[config.mk]
export PLATFORM = sky130hd
export DESIGN_NAME = demux_1_to_4_6_bit_reg
export DESIGN_NICKNAME = d
export VERILOG_FILES = /design/src/rtl/demux_1_to_4_6_bit_reg.sv
export SDC_FILE = /design/constraint.sdc
export NUM_CORES = 1
export LEC_CHECK = 0
export ABC_AREA = 0
export BUFFER_PORTS_ARGS = -buffer_cell sky130_fd_sc_hd__clkbuf_2
export CAP_MARGIN = 20
export CORE_ASPECT_RATIO = 2
export CORE_MARGIN = 1
export CORE_UTILIZATION = 39
export DETAILED_ROUTE_END_ITERATION = 8
export PLACE_DENSITY = 0.68
export SLEW_MARGIN = 20
export SYNTH_ARGS = -nofsm -noshare
export SYNTH_HDL_FRONTEND = slang
export SYNTH_SLANG_ARGS = --single-unit
export TNS_END_PERCENT = 5
[constraint.sdc]
create_clock -name clk -period 2.1 [get_ports clk]
set_input_delay 0.315 -clock clk [delete_from_list [all_inputs] [get_ports clk]]
set_output_delay 0.315 -clock clk [all_outputs]
set_load 0.005 [all_outputs]
[src/rtl/demux_1_to_4_6_bit_reg.sv]
// Write-side demux: routes one WIDTH-bit value into one of four holding
// registers, with addressed, sequential (auto-increment) and clear-sweep writes.
module demux_1_to_4_6_bit_reg #(
   parameter int unsigned       WIDTH   = 6,
   parameter logic [WIDTH-1:0]  CLR_VAL = '0
) (
   input  logic             clk,
   input  logic             rst,
   input  logic [WIDTH-1:0] in_data,
   input  logic [1:0]       sel,
   input  logic             in_valid,
   input  logic             seq,
   input  logic             clr,
   output logic             in_ready,
   output logic             busy,
   output logic [WIDTH-1:0] out0,
   output logic [WIDTH-1:0] out1,
   output logic [WIDTH-1:0] out2,
   output logic [WIDTH-1:0] out3,
   output logic [3:0]       written,
   output logic [1:0]       ptr
);

   localparam int unsigned NREG = 4;

   typedef enum logic {
      IDLE  = 1'b0,
      CLEAR = 1'b1
   } state_t;

   state_t           state;
   logic [1:0]       cnt;
   logic [1:0]       tgt;
   logic [WIDTH-1:0] regs [NREG];

   // A clear request blocks the write in the same cycle.
   assign in_ready = (state == IDLE) && !clr;
   assign busy     = (state == CLEAR);
   assign tgt      = seq ? ptr : sel;

   assign out0 = regs[0];
   assign out1 = regs[1];
   assign out2 = regs[2];
   assign out3 = regs[3];

   always_ff @(posedge clk) begin
      if (rst) begin
         state   <= IDLE;
         cnt     <= 2'd0;
         ptr     <= 2'd0;
         written <= 4'b0000;
         for (int i = 0; i < NREG; i++) begin
            regs[i] <= CLR_VAL;
         end
      end else begin
         case (state)
            IDLE: begin
               if (clr) begin
                  state <= CLEAR;
                  cnt   <= 2'd0;
                  ptr   <= 2'd0;
               end else if (in_valid) begin
                  regs[tgt]    <= in_data;
                  written[tgt] <= 1'b1;
                  if (seq) begin
                     ptr <= ptr + 2'd1;
                  end
               end
            end
            CLEAR: begin
               // One register per cycle so each mux input stays coherent.
               regs[cnt]    <= CLR_VAL;
               written[cnt] <= 1'b0;
               cnt          <= cnt + 2'd1;
               if (cnt == 2'd3) begin
                  state <= IDLE;
               end
            end
            default: state <= IDLE;
         endcase
      end
   end

endmodule

Word level (Yosys, flattened, before mapping)
Memory sizes are Yosys's and may differ from the RTL's.
Cells that the tools add are included.
- $add $sub $neg: 2
- eq/ne operators: 4
- reductions and logical operators: 10
- $mul: 0
- muxes and demuxes: 32
- shift-type cells: 0
- order comparisons: 4
- divide/modulo/power cells: 0
- bitwise logic cells: 4
- operators by type and width (cell ; count):
    2-to-1 mux 1 bit ; 16
    2-to-1 mux 2 bit ; 7
    2-to-1 mux 6 bit ; 2
    OR reduction 6 bit ; 2
    2-to-1 mux 4 bit ; 2
    case mux 4 bit (2 select lines) ; 1
    < comparator 2 x 3 -> 1 bit (second input constant) ; 2
    inequality test 2 bit (second input constant) ; 3
    adder 2 x 1 -> 2 bit (second input constant) ; 2
    AND 4 bit ; 1
    demux 1 bit (select 2 bit) ; 2
    >= comparator 2 x 1 -> 1 bit (second input constant) ; 2
    inverter 4 bit ; 1
    OR 4 bit ; 1
    case mux 2 bit (2 select lines) ; 1
    nonzero test 2 bit ; 2
    logical AND 1 bit ; 3
    AND reduction 3 bit ; 1
    == test 2 bit (second input constant) ; 1
    case mux 1 bit (2 select lines) ; 1
    AND reduction 2 bit ; 1
    logical NOT 1 bit ; 1
    inverter 1 bit ; 1
- memories kept: 1
- logic and storage cells: 61
- output and inout port bits: 32
- input port bits: 13
- flip-flop bits (word level): 9
- RAM bits: 24
- memory bits (read-only): 0
- bits in latches: 0
- memories (memory ; depth ; bits a word ; read ports ; clocked after Yosys merged registers in ; wr ports ; RTL line ; RTL):
    regs ; 4 ; 6 ; 4 ; 0 ; 4 ; 34 ; logic [WIDTH-1:0] regs [NREG];

Longest topological paths before layout
Gate-level depths: netlist of run 1.
- word-level depth: 9
- depth in mapped cells: 5
- mapped depth without buffers: 5

Worst setup path before layout of run 1
No wires, ideal clock.
- kind: reg2reg
- start point: reg state (netlist: busy)
- end point: mem regs[3][0], enable pin
- setup slack: 0.333 ns
- data required time: 1.721 ns
- library setup time: 0.379 ns
- clock period less this slack: 1.767 ns
- arrival: 1.388 ns
- path buffers: 1
- stages on the path, launching flop included: 5
- path through: dfxtp_1 -> buf_6 -> nor3b_4 -> nor2_1 -> a211oi_1
- RTL lines (element ; RTL line ; RTL):
    start, declared ; 31 ; state_t state;
    start signal, assigned ; 48 ; state <= IDLE;
    start signal, assigned ; 59 ; state <= CLEAR;
    start signal, assigned ; 76 ; state <= IDLE;
    end, declared ; 34 ;

==> results of run 1 <==
cell families after synthesis:
logic type | count (synthesis) | share of synthesized area, %
and+or+nand+nor | 46 | 15.9
buffers and inverters | 13 | 4.47
AOI/OAI and AO/OA | 24 | 12.1
adders and majority gates | 4 | 3.31
DFF | 33 | 59.7
muxes | 5 | 4.56
power by group:
| part | internal [uW] | switching (uW) |
|---|---|---|
| logic | 74.4 | 94.1 |
| clock network | 232 | 214 |
| registers | 736 | 17.4 |
| total | 1040 | 326 |
worst min-delay path: cells and delay by family:
family                 cells  cell delay, ps
AND/OR/NAND/NOR            1             110
buffers and inverters      1             140
AO/OA/AOI/OAI              1              60
metal layers:
metal	up-vias	global-route usage, %	share of wire (%)
li1	551	-	-
met1	540	16.1	36
met2	49	29.9	56
met3	13	3.21	4.8
met4	0	12.7	4.1
met5	-	0	0
sequential cells by signal (all words and copies together) (netlist names):
name	count
busy	1
cnt	2
ptr	2
regs	24
written	4
how the worst max path moves through the flow:
stage | startpoint | end | slack (ps)
finish | busy | regs[1][3] | 400
CTS | busy | regs[1][0] | 400
detailed placement | seq | regs[0][1] | 220
floorplan | busy | regs[3][0] | 330
global placement | seq | regs[0][3] | 330
global route | busy | regs[0][4] | 300
placed cells by master (no fill, tap or decap):
cell type / n
sky130_fd_sc_hd__clkbuf_2: 44
sky130_fd_sc_hd__nor2_1: 27
sky130_fd_sc_hd__edfxtp_1: 24
sky130_fd_sc_hd__nand2_1: 10
sky130_fd_sc_hd__dfxtp_1: 9
sky130_fd_sc_hd__inv_1: 8
sky130_fd_sc_hd__buf_4: 7
sky130_fd_sc_hd__a21oi_1: 6
sky130_fd_sc_hd__clkbuf_8: 5
sky130_fd_sc_hd__a21o_1: 4
sky130_fd_sc_hd__ha_1: 4
sky130_fd_sc_hd__a32oi_1: 3
sky130_fd_sc_hd__nor3b_2: 2
sky130_fd_sc_hd__o21bai_1: 2
sky130_fd_sc_hd__mux2_2: 2
sky130_fd_sc_hd__o221ai_2: 2
sky130_fd_sc_hd__o21ai_0: 2
sky130_fd_sc_hd__a31oi_1: 2
sky130_fd_sc_hd__clkbuf_1: 2
sky130_fd_sc_hd__nor4b_4: 1
sky130_fd_sc_hd__mux2i_2: 1
sky130_fd_sc_hd__nor3b_4: 1
sky130_fd_sc_hd__mux2i_4: 1
sky130_fd_sc_hd__a2bb2oi_1: 1
sky130_fd_sc_hd__a211oi_1: 1
sky130_fd_sc_hd__nand2b_1: 1
sky130_fd_sc_hd__nand4b_1: 1
sky130_fd_sc_hd__mux2i_1: 1
sky130_fd_sc_hd__o22ai_2: 1
sky130_fd_sc_hd__nor3_1: 1
sky130_fd_sc_hd__nand4_1: 1
sky130_fd_sc_hd__nor3b_1: 1
sky130_fd_sc_hd__clkinv_2: 1
cell type report:
class / count / area share (%)
multi-input cells: 79 / 28.7
well taps: 49 / 3.25
clock buffers: 7 / 4.04
clock inverters: 1 / 0.265
inverters: 8 / 1.59
flip-flops and latches: 33 / 47.7
repair buffers: 51 / 14.4
through the flow:
step | power (uW) | instance area [sq um]
after CTS | 1380 | 1890
after floorplan | 859 | 1510
after global routing | 1440 | 1890
after global placement | 930 | 1810
final | 1370 | 1890
after detailed placement | 937 | 1810
==> results.json, run 1 <==
{
  "via_count_of_the_first_global_routing_pass": 1178,
  "worstHoldEndpoint": "ptr[0]",
  "grt_antenna_before_repair": 0,
  "routed_wire_length_per_instance_um": 14.1,
  "post-cts-setup-buffers": 0,
  "timing.critical_path.slowest_cell_delay_ps": 360,
  "groute.usage.overall_pct": 17.3,
  "rows": 31,
  "fp.dieW_um": 46,
  "syn2layout_area_growth_pct": 25.0,
  "worst_skew_pair.late_latency_ps": 280,
  "multi_input_comb_area_sq_um": 542,
  "mappedNetlistNets": 142,
  "max-vdd-ir-drop_v": 0.000437,
  "detailedRoute.firstIterationViolations": 18,
  "area.sequential_sq_um": 901,
  "post_synth_instance_area_sq_mm": 0.00151,
  "start_util_pct": 41.4,
  "cts_tree": "done",
  "syn-instance-count": 125,
  "fp.dieH_um": 90,
  "drtAntennaViolNets": 0,
  "pre_cts_slack_ps": 215,
  "worst_setup_hold_path_clk_slew_ps": 60,
  "n_antenna_cell": 0,
  "synth.top_cells.by_count": "sky130_fd_sc_hd__nor2_1 (27), sky130_fd_sc_hd__edfxtp_1 (24), sky130_fd_sc_hd__nand2_1 (10), sky130_fd_sc_hd__dfxtp_1 (9), sky130_fd_sc_hd__inv_1 (8)",
  "total_power_divided_by_cell_area_mw_per_mm2": 725,
  "synth.lib_cells_used.distinct": 31,
  "cts_hold_buffers": 0,
  "critPathMaxFanout": 14,
  "final_max_slew_viol_count": 0,
  "drc": 0,
  "number_of_enable_flip_flop_cells_after_synthesis": 24,
  "worst_setup_path_start_kind": "flip-flop",
  "gp_congestion": 0.816,
  "cell_class_contributing_the_biggest_share_of_worst_path_delay": "compound AO/OA/AOI/OAI gates",
  "worst_hold_path_type": "primary input to flip-flop",
  "fin_cells": 228,
  "cts.sinks": 33,
  "utilization_pct": 51.8,
  "timing.max_cap.violations": 0,
  "crit_cells": 4,
  "period_share_pct": 80.8,
  "grt_first_pass_wirelength_mm": 5.20,
  "maximum_number_of_pins_on_one_net_before_global_route_repair": 15,
  "drt_total_wl_mm": 3.21,
  "critPathCaptureType": "flip-flop",
  "placed_instances": 220,
  "seq_area_frac_synth_pct": 59.7,
  "num_vias": 1153,
  "whs_ps": 395,
  "io_pins": 45,
  "tritoncts_buffer_count": 5,
  "fin_nets": 195,
  "synth.avg_cell_area_sq_um": 12.1,
  "min_period_ps": 1700,
  "final.fill_count": 358,
  "worst-slew-pin-transition_ps": 524,
  "core_sq_mm": 0.00365,
  "place.detailed.hpwl_mm": 2.48,
  "leakage_uw": 0.000837,
  "cts_repair_resize_count": 0,
  "grt_setup_unrepaired": "no",
  "synth_top_area_share_pct": 47.7,
  "timing.rr.end": "regs[1][3]",
  "result_of_the_run": "finished clean",
  "post_route_cells_drive_above_1_share_pct": 38.0,
  "cts_root_buf": "sky130_fd_sc_hd__clkbuf_8",
  "synth_seq_cells": 33,
  "crit_arrival_ps": 1670,
  "synth_top_cell_by_area": "sky130_fd_sc_hd__edfxtp_1",
  "synthesis.yosys.warnings": 0,
  "total_negative_slack_ps": 0,
  "hold_path_startpoint": "in_valid",
  "hold_viol_final": 0,
  "synthMostInstantiatedCell": "sky130_fd_sc_hd__nor2_1",
  "synth_ff_type": "sky130_fd_sc_hd__edfxtp_1",
  "cp_num_buf_inv": 1,
  "timing.critical_path.slowest_stage_cell": "sky130_fd_sc_hd__dfxtp_1",
  "globalRoute.totalOverflow": 0,
  "timing.reg2reg.worst_path_depth": 4,
  "drt_first_pass_iters": 4,
  "critical_path_class": "flip-flop to flip-flop",
  "dieArea_sq_mm": 0.00414,
  "worst_slew_margin_rel_pct": 65.0,
  "crit_chain": "buf_4, nor3b_4, a2bb2oi_1, a21o_1",
  "postSynth.asyncResetShare_pct": 0,
  "finish_stage_setup_viols": 0,
  "critical_path_required_ps": 2070,
  "via_per_inst": 5.06,
  "hold-path-cell-count": 3,
  "cts.htree.levels": 2,
  "setup_slack_ps": 404,
  "cts.path.max_buffers": 2,
  "fmax_ghz": 0.590,
  "reg2reg_setup_slack_ps": 400,
  "worst_r2r_startpoint": "busy",
  "post_synth_main_area_contributors": "sky130_fd_sc_hd__edfxtp_1 (48%), sky130_fd_sc_hd__dfxtp_1 (12%), sky130_fd_sc_hd__nor2_1 (6.7%)",
  "finClkSkew_ps": 3.58,
  "numPortBuffers": 44
}
(Power assumes the default switching activity.)
==> run 2, diff against run 1 <==
==> constraint.sdc (replaced) <==
create_clock -name clk -period 1.6 [get_ports clk]
set_input_delay 0.24 -clock clk [delete_from_list [all_inputs] [get_ports clk]]
set_output_delay 0.24 -clock clk [all_outputs]
set_load 0.005 [all_outputs]
==> run 2 against run 1 <==
Flip-flop and latch count unchanged. Register-to-register slack got worse by 290 ps. Non-clock buffer count increased by 7. Final area increased by 3.1%. Worst hold slack got worse by 67 ps. Via count decreased by 1.1%. First-iteration DRC count increased by 44%. Combinational power increased by 41%. Core utilization increased by 1.6 points. Sequential power increased by 31%. Wire length decreased by 0.96%. Global-route usage increased by 0.24 points. Critical endpoint is now in_ready. Largest cell class unchanged. Highest routed layer unchanged.
==> results.json, run 2 (synthesized netlist as in run 1, its figures left out) <==
{
  "result_of_the_run": "finished clean",
  "grt.met3_usage_pct": 3.61,
  "max-vdd-ir-drop_v": 0.000601,
  "globalRoute.totalOverflow": 0,
  "mostFrequentLayoutCells": "sky130_fd_sc_hd__clkbuf_2 (44), sky130_fd_sc_hd__nor2_1 (27), sky130_fd_sc_hd__edfxtp_1 (24)",
  "post-cts-setup-buffers": 0,
  "drt_first_pass_iters": 4,
  "area.sequential_sq_um": 902,
  "cts_hold_buffers": 0,
  "worst_setup_hold_path_clk_slew_ps": 60,
  "leakage_uw": 0.000870,
  "finish_stage_setup_viols": 0,
  "timing.critical_path.slowest_stage_cell": "sky130_fd_sc_hd__dfxtp_2",
  "critical_path_required_ps": 1360,
  "dieArea_sq_mm": 0.00414,
  "fin_nets": 202,
  "hold_viol_final": 0,
  "cts.sinks": 33,
  "final_max_slew_viol_count": 0,
  "critPathCaptureType": "output pin",
  "rows": 31,
  "drtAntennaViolNets": 0,
  "n_antenna_cell": 0,
  "grt_antenna_before_repair": 0,
  "whs_ps": 327,
  "worst-slew-pin-transition_ps": 317,
  "timing.max_cap.violations": 0,
  "crit_arrival_ps": 1240,
  "drt_total_wl_mm": 3.18,
  "worst_hold_path_type": "primary input to flip-flop",
  "cts_root_buf": "sky130_fd_sc_hd__clkbuf_8",
  "fmax_ghz": 0.674,
  "grt_first_pass_wirelength_mm": 5.26,
  "cts_tree": "done",
  "regMostFlops": "regs",
  "num_vias": 1140,
  "cts_repair_resize_count": 0,
  "via_count_of_the_first_global_routing_pass": 1188,
  "busiest_layer": "met2",
  "setup_slack_ps": 117,
  "layout.cells.most_common": "sky130_fd_sc_hd__clkbuf_2",
  "place.detailed.hpwl_mm": 2.51,
  "routed_wire_length_per_instance_um": 13.5,
  "total_power_divided_by_cell_area_mw_per_mm2": 926,
  "cts.htree.levels": 2,
  "post_route_cells_drive_above_1_share_pct": 41.4,
  "numPortBuffers": 44,
  "critPathMaxFanout": 9,
  "period_share_pct": 92.7,
  "gp_congestion": 0.912,
  "multi_input_comb_area_sq_um": 548,
  "min_period_ps": 1480,
  "worst_skew_pair.late_latency_ps": 280,
  "final.fill_count": 346,
  "total_negative_slack_ps": 0,
  "start_util_pct": 41.4,
  "finClkSkew_ps": 8.35,
  "pre_cts_slack_ps": 45.7,
  "largest_register_ffs": 24,
  "gr-usage-met2_pct": 29.2,
  "cts.path.max_buffers": 2,
  "met1_usage_pct": 17.1,
  "via_per_inst": 4.85,
  "worst_setup_path_start_kind": "flip-flop",
  "biggestRegsByFlops": "regs: 24 flops, written: 4 flops",
  "crit_chain": "buf_4, nor2_1, clkbuf_2",
  "critical_path_class": "flip-flop to output pin",
  "tritoncts_buffer_count": 5,
  "core_sq_mm": 0.00365,
  "fp.dieW_um": 46,
  "utilization_pct": 53.4,
  "io_pins": 45,
  "postLayoutCellArea_sq_mm": 0.00195,
  "drc": 0,
  "grt_setup_unrepaired": "no",
  "groute.usage.overall_pct": 17.5,
  "syn2layout_area_growth_pct": 28.9,
  "fp.dieH_um": 90,
  "dpl_cell_area_sq_mm": 0.00186,
  "timing.critical_path.slowest_cell_delay_ps": 360,
  "worst_slew_margin_rel_pct": 78.8,
  "maximum_number_of_pins_on_one_net_before_global_route_repair": 11,
  "detailedRoute.firstIterationViolations": 26
}
run 2: worst paths after layout:
kind	start	slack (ps)	cells after the start	endpoint
hold / removal	in_data[1]	330	3	regs[3][1]
setup reg to reg	busy	120	4	regs[2][2]
hold reg to reg	written[3]	490	2	written[3]
setup / recovery	busy	120	3	in_ready
run 2: stage by stage:
step,cells,power [uW]
after CTS,235,1820
after detailed placement,227,1250
after global placement,227,1240
after global routing,235,1890
final,235,1800
after floorplan,125,1130
run 2: critical path, delay by kind of cell (launching register included):
| family | cells | cell delay [ps] |
|---|---|---|
| buf+inv | 2 | 340 |
| simple gates | 1 | 260 |
| flops | 1 | 360 |
run 2: power breakdown:
group / internal [uW] / total, uW / switching, uW
logic: 111 / 239 / 128
clock network: 302 / 577 / 275
registers: 966 / 987 / 20.9
total: 1380 / 1800 / 424
run 2: final cells by class:
cell class	count	share of cell area, %
clock buffer	7	3.92
clock inverter	1	0.193
inverter	8	1.54
multi-input combinational	79	28.1
sequential	33	46.3
tap	49	3.15
timing repair buffer	58	16.7
run 2: routing by layer:
metal	wire length (um)	up-vias
met5	0	-
met4	136	0
met3	178	13
met2	1730	48
met1	1140	517
li1	-	562
==> run 3, diff against run 2 <==
--- a/config.mk
+++ b/config.mk
@@ -8,7 +8,6 @@
 export ABC_AREA = 0
 export BUFFER_PORTS_ARGS = -buffer_cell sky130_fd_sc_hd__clkbuf_2
 export CAP_MARGIN = 20
-export CORE_ASPECT_RATIO = 2
 export CORE_MARGIN = 1
 export CORE_UTILIZATION = 39
 export DETAILED_ROUTE_END_ITERATION = 8
==> run 3 against run 2 <==
Non-clock buffer count rose by 6. Critical endpoint is now regs[1][1]. Wire length up 1.1%. Critical path type is now flip-flop to flip-flop. Global-route usage fell by 0.47 points. Sequential power about the same. Via count is 1.9% higher. Combinational power up 5%. Largest power group unchanged. Final area grew 2.8%.
==> results.json, run 3 (synthesized netlist as in run 1, its figures left out) <==
{
  "cts_hold_buffers": 0,
  "period_share_pct": 96.1,
  "biggestRegsByFlops": "regs: 24 flops, written: 4 flops",
  "hold-path-cell-count": 3,
  "routed_wire_length_per_instance_um": 13.4,
  "rows": 22,
  "fmax_ghz": 0.650,
  "worst-slew-pin-transition_ps": 326,
  "place.detailed.hpwl_mm": 2.55,
  "worst_setup_path_start_kind": "flip-flop",
  "io_pins": 45,
  "finish_stage_setup_viols": 0,
  "cts.sinks": 33,
  "maximum_number_of_pins_on_one_net_before_global_route_repair": 12,
  "via_per_inst": 4.84,
  "detailedRoute.firstIterationViolations": 55,
  "via_count_of_the_first_global_routing_pass": 1114,
  "result_of_the_run": "finished clean",
  "cts.htree.levels": 2,
  "n_antenna_cell": 0,
  "area.sequential_sq_um": 902,
  "critPathCaptureType": "flip-flop",
  "worst_r2r_startpoint": "busy",
  "core_sq_mm": 0.00369,
  "hold_path_startpoint": "in_valid",
  "timing.max_cap.violations": 0,
  "timing.reg2reg.worst_path_depth": 4,
  "drt_first_pass_iters": 4,
  "reg2reg_setup_slack_ps": 60,
  "mostFrequentLayoutCells": "sky130_fd_sc_hd__clkbuf_2 (44), sky130_fd_sc_hd__nor2_1 (27), sky130_fd_sc_hd__edfxtp_1 (24)",
  "grt_antenna_before_repair": 0,
  "largest_register_ffs": 24,
  "grt_setup_unrepaired": "no",
  "cts_tree": "done",
  "total_power_divided_by_cell_area_mw_per_mm2": 907,
  "num_vias": 1162,
  "start_util_pct": 40.9,
  "drc": 0,
  "total_negative_slack_ps": 0,
  "utilization_pct": 54.3,
  "crit_arrival_ps": 1500,
  "cell_class_contributing_the_biggest_share_of_worst_path_delay": "flip-flops",
  "power.total_uw": 1820,
  "worst_hold_path_type": "primary input to flip-flop",
  "groute.usage.overall_pct": 17.0,
  "critical_path_class": "flip-flop to flip-flop",
  "cts.path.max_buffers": 2,
  "dieArea_sq_mm": 0.00412,
  "critical_path_required_ps": 1570,
  "dpl_cell_area_sq_mm": 0.00189,
  "numPortBuffers": 44,
  "leakage_uw": 0.000908,
  "worstHoldEndpoint": "ptr[0]",
  "crit_chain": "nor4b_4, buf_4, a21o_1, a21o_1",
  "drt_total_wl_mm": 3.22,
  "min_period_ps": 1540,
  "layout.cells.most_common": "sky130_fd_sc_hd__clkbuf_2",
  "syn2layout_area_growth_pct": 32.6,
  "worst_slew_margin_rel_pct": 78.2,
  "cts_root_buf": "sky130_fd_sc_hd__clkbuf_8",
  "critPathMaxFanout": 8,
  "fp.dieH_um": 64.2,
  "timing.critical_path.slowest_cell_delay_ps": 380,
  "fin_nets": 208,
  "timing.rr.end": "regs[1][1]",
  "tritoncts_buffer_count": 5,
  "fp.dieW_um": 64.2,
  "max-vdd-ir-drop_v": 0.000543,
  "hold_viol_final": 0,
  "cp_common_cell": "sky130_fd_sc_hd__a21o_1",
  "postLayoutCellArea_sq_mm": 0.00200,
  "post_route_cells_drive_above_1_share_pct": 44.3,
  "worst_setup_hold_path_clk_slew_ps": 60,
  "grt_first_pass_wirelength_mm": 5.20,
  "timing.critical_path.slowest_stage_cell": "sky130_fd_sc_hd__dfxtp_2",
  "final.fill_count": 337,
  "multi_input_comb_area_sq_um": 557,
  "regMostFlops": "regs",
  "worst_skew_pair.late_latency_ps": 280,
  "globalRoute.totalOverflow": 0,
  "finClkSkew_ps": 3.98,
  "final_max_slew_viol_count": 0,
  "drtAntennaViolNets": 0,
  "cp_num_buf_inv": 1,
  "gp_congestion": 0.796
}
[run 3: cell count changes in the layout (fill, tap and decap cells not counted)]
cell and change:
sky130_fd_sc_hd__buf_4 +6, sky130_fd_sc_hd__a21o_1 +1, sky130_fd_sc_hd__nor3b_4 +1, sky130_fd_sc_hd__a21oi_1 -1, sky130_fd_sc_hd__nor3b_2 -1, sky130_fd_sc_hd__clkinv_2 +2
sky130_fd_sc_hd__a21oi_2 +1, sky130_fd_sc_hd__a21o_2 -1, sky130_fd_sc_hd__clkinv_1 -1, sky130_fd_sc_hd__clkbuf_1 -1
[run 3: metrics by stage]
| stage | hold slack, ps | instances | worst slack, ps |
|---|---|---|---|
| 4_1_cts | 292 | 238 | 10.2 |
| 3_3_place_gp | 473 | 230 | 58.6 |
| 5_1_grt | 337 | 240 | 5.67 |
| 6_report | 314 | 240 | 61.6 |
| 3_5_place_dp | 468 | 230 | 0.475 |
| 2_1_floorplan | 400 | 125 | -91.2 |
[run 3: how the worst max path moves through the flow]
stage | slack, ps | from | depth (start not counted) | to
2_1_floorplan | -90 | busy | 5 | regs[0][0]
3_3_place_gp | 60 | seq | 5 | regs[3][4]
3_5_place_dp | 0.5 | busy | 3 | regs[1][1]
4_1_cts | 10 | busy | 3 | regs[1][1]
5_1_grt | 6 | busy | 4 | regs[1][3]
6_report | 60 | busy | 4 | regs[1][1]
[run 3: cell type report]
cell class | instances | share of cell area [%]
multi-input cells | 79 | 27.8
flip-flops and latches | 33 | 45.1
well taps | 48 | 3.00
repair buffers | 64 | 18.5
clock inverters | 2 | 0.500
inverters | 8 | 1.50
clock buffers | 6 | 3.62
[run 3: repair_timing]
action                     CTS  global route
setup endpoints to repair    6            29
gates resized for setup      1             2
pin swaps                    1             1
buffers inserted             0             2
hold endpoints to repair     0             0
[run 3: worst register-to-register path, delay by kind of cell (launching register included)]
family	cells	cell delay (ps)
flip-flops	1	380
AO/OA/AOI/OAI	2	370
buffers and inverters	1	170
AND/OR/NAND/NOR	1	310
[run 3: routing by layer]
metal	vias to the layer above	GRT usage [%]	part of all wire [%]
met5	-	0	0
met4	0	5.00	0.84
met3	2	4.82	5.7
met2	37	30.3	50
met1	543	19.7	43
li1	580	-	-
[run 3: power by group]
group          internal (uW)  switching (uW)
clock network            301             277
logic                    120             132
registers                966            20.8
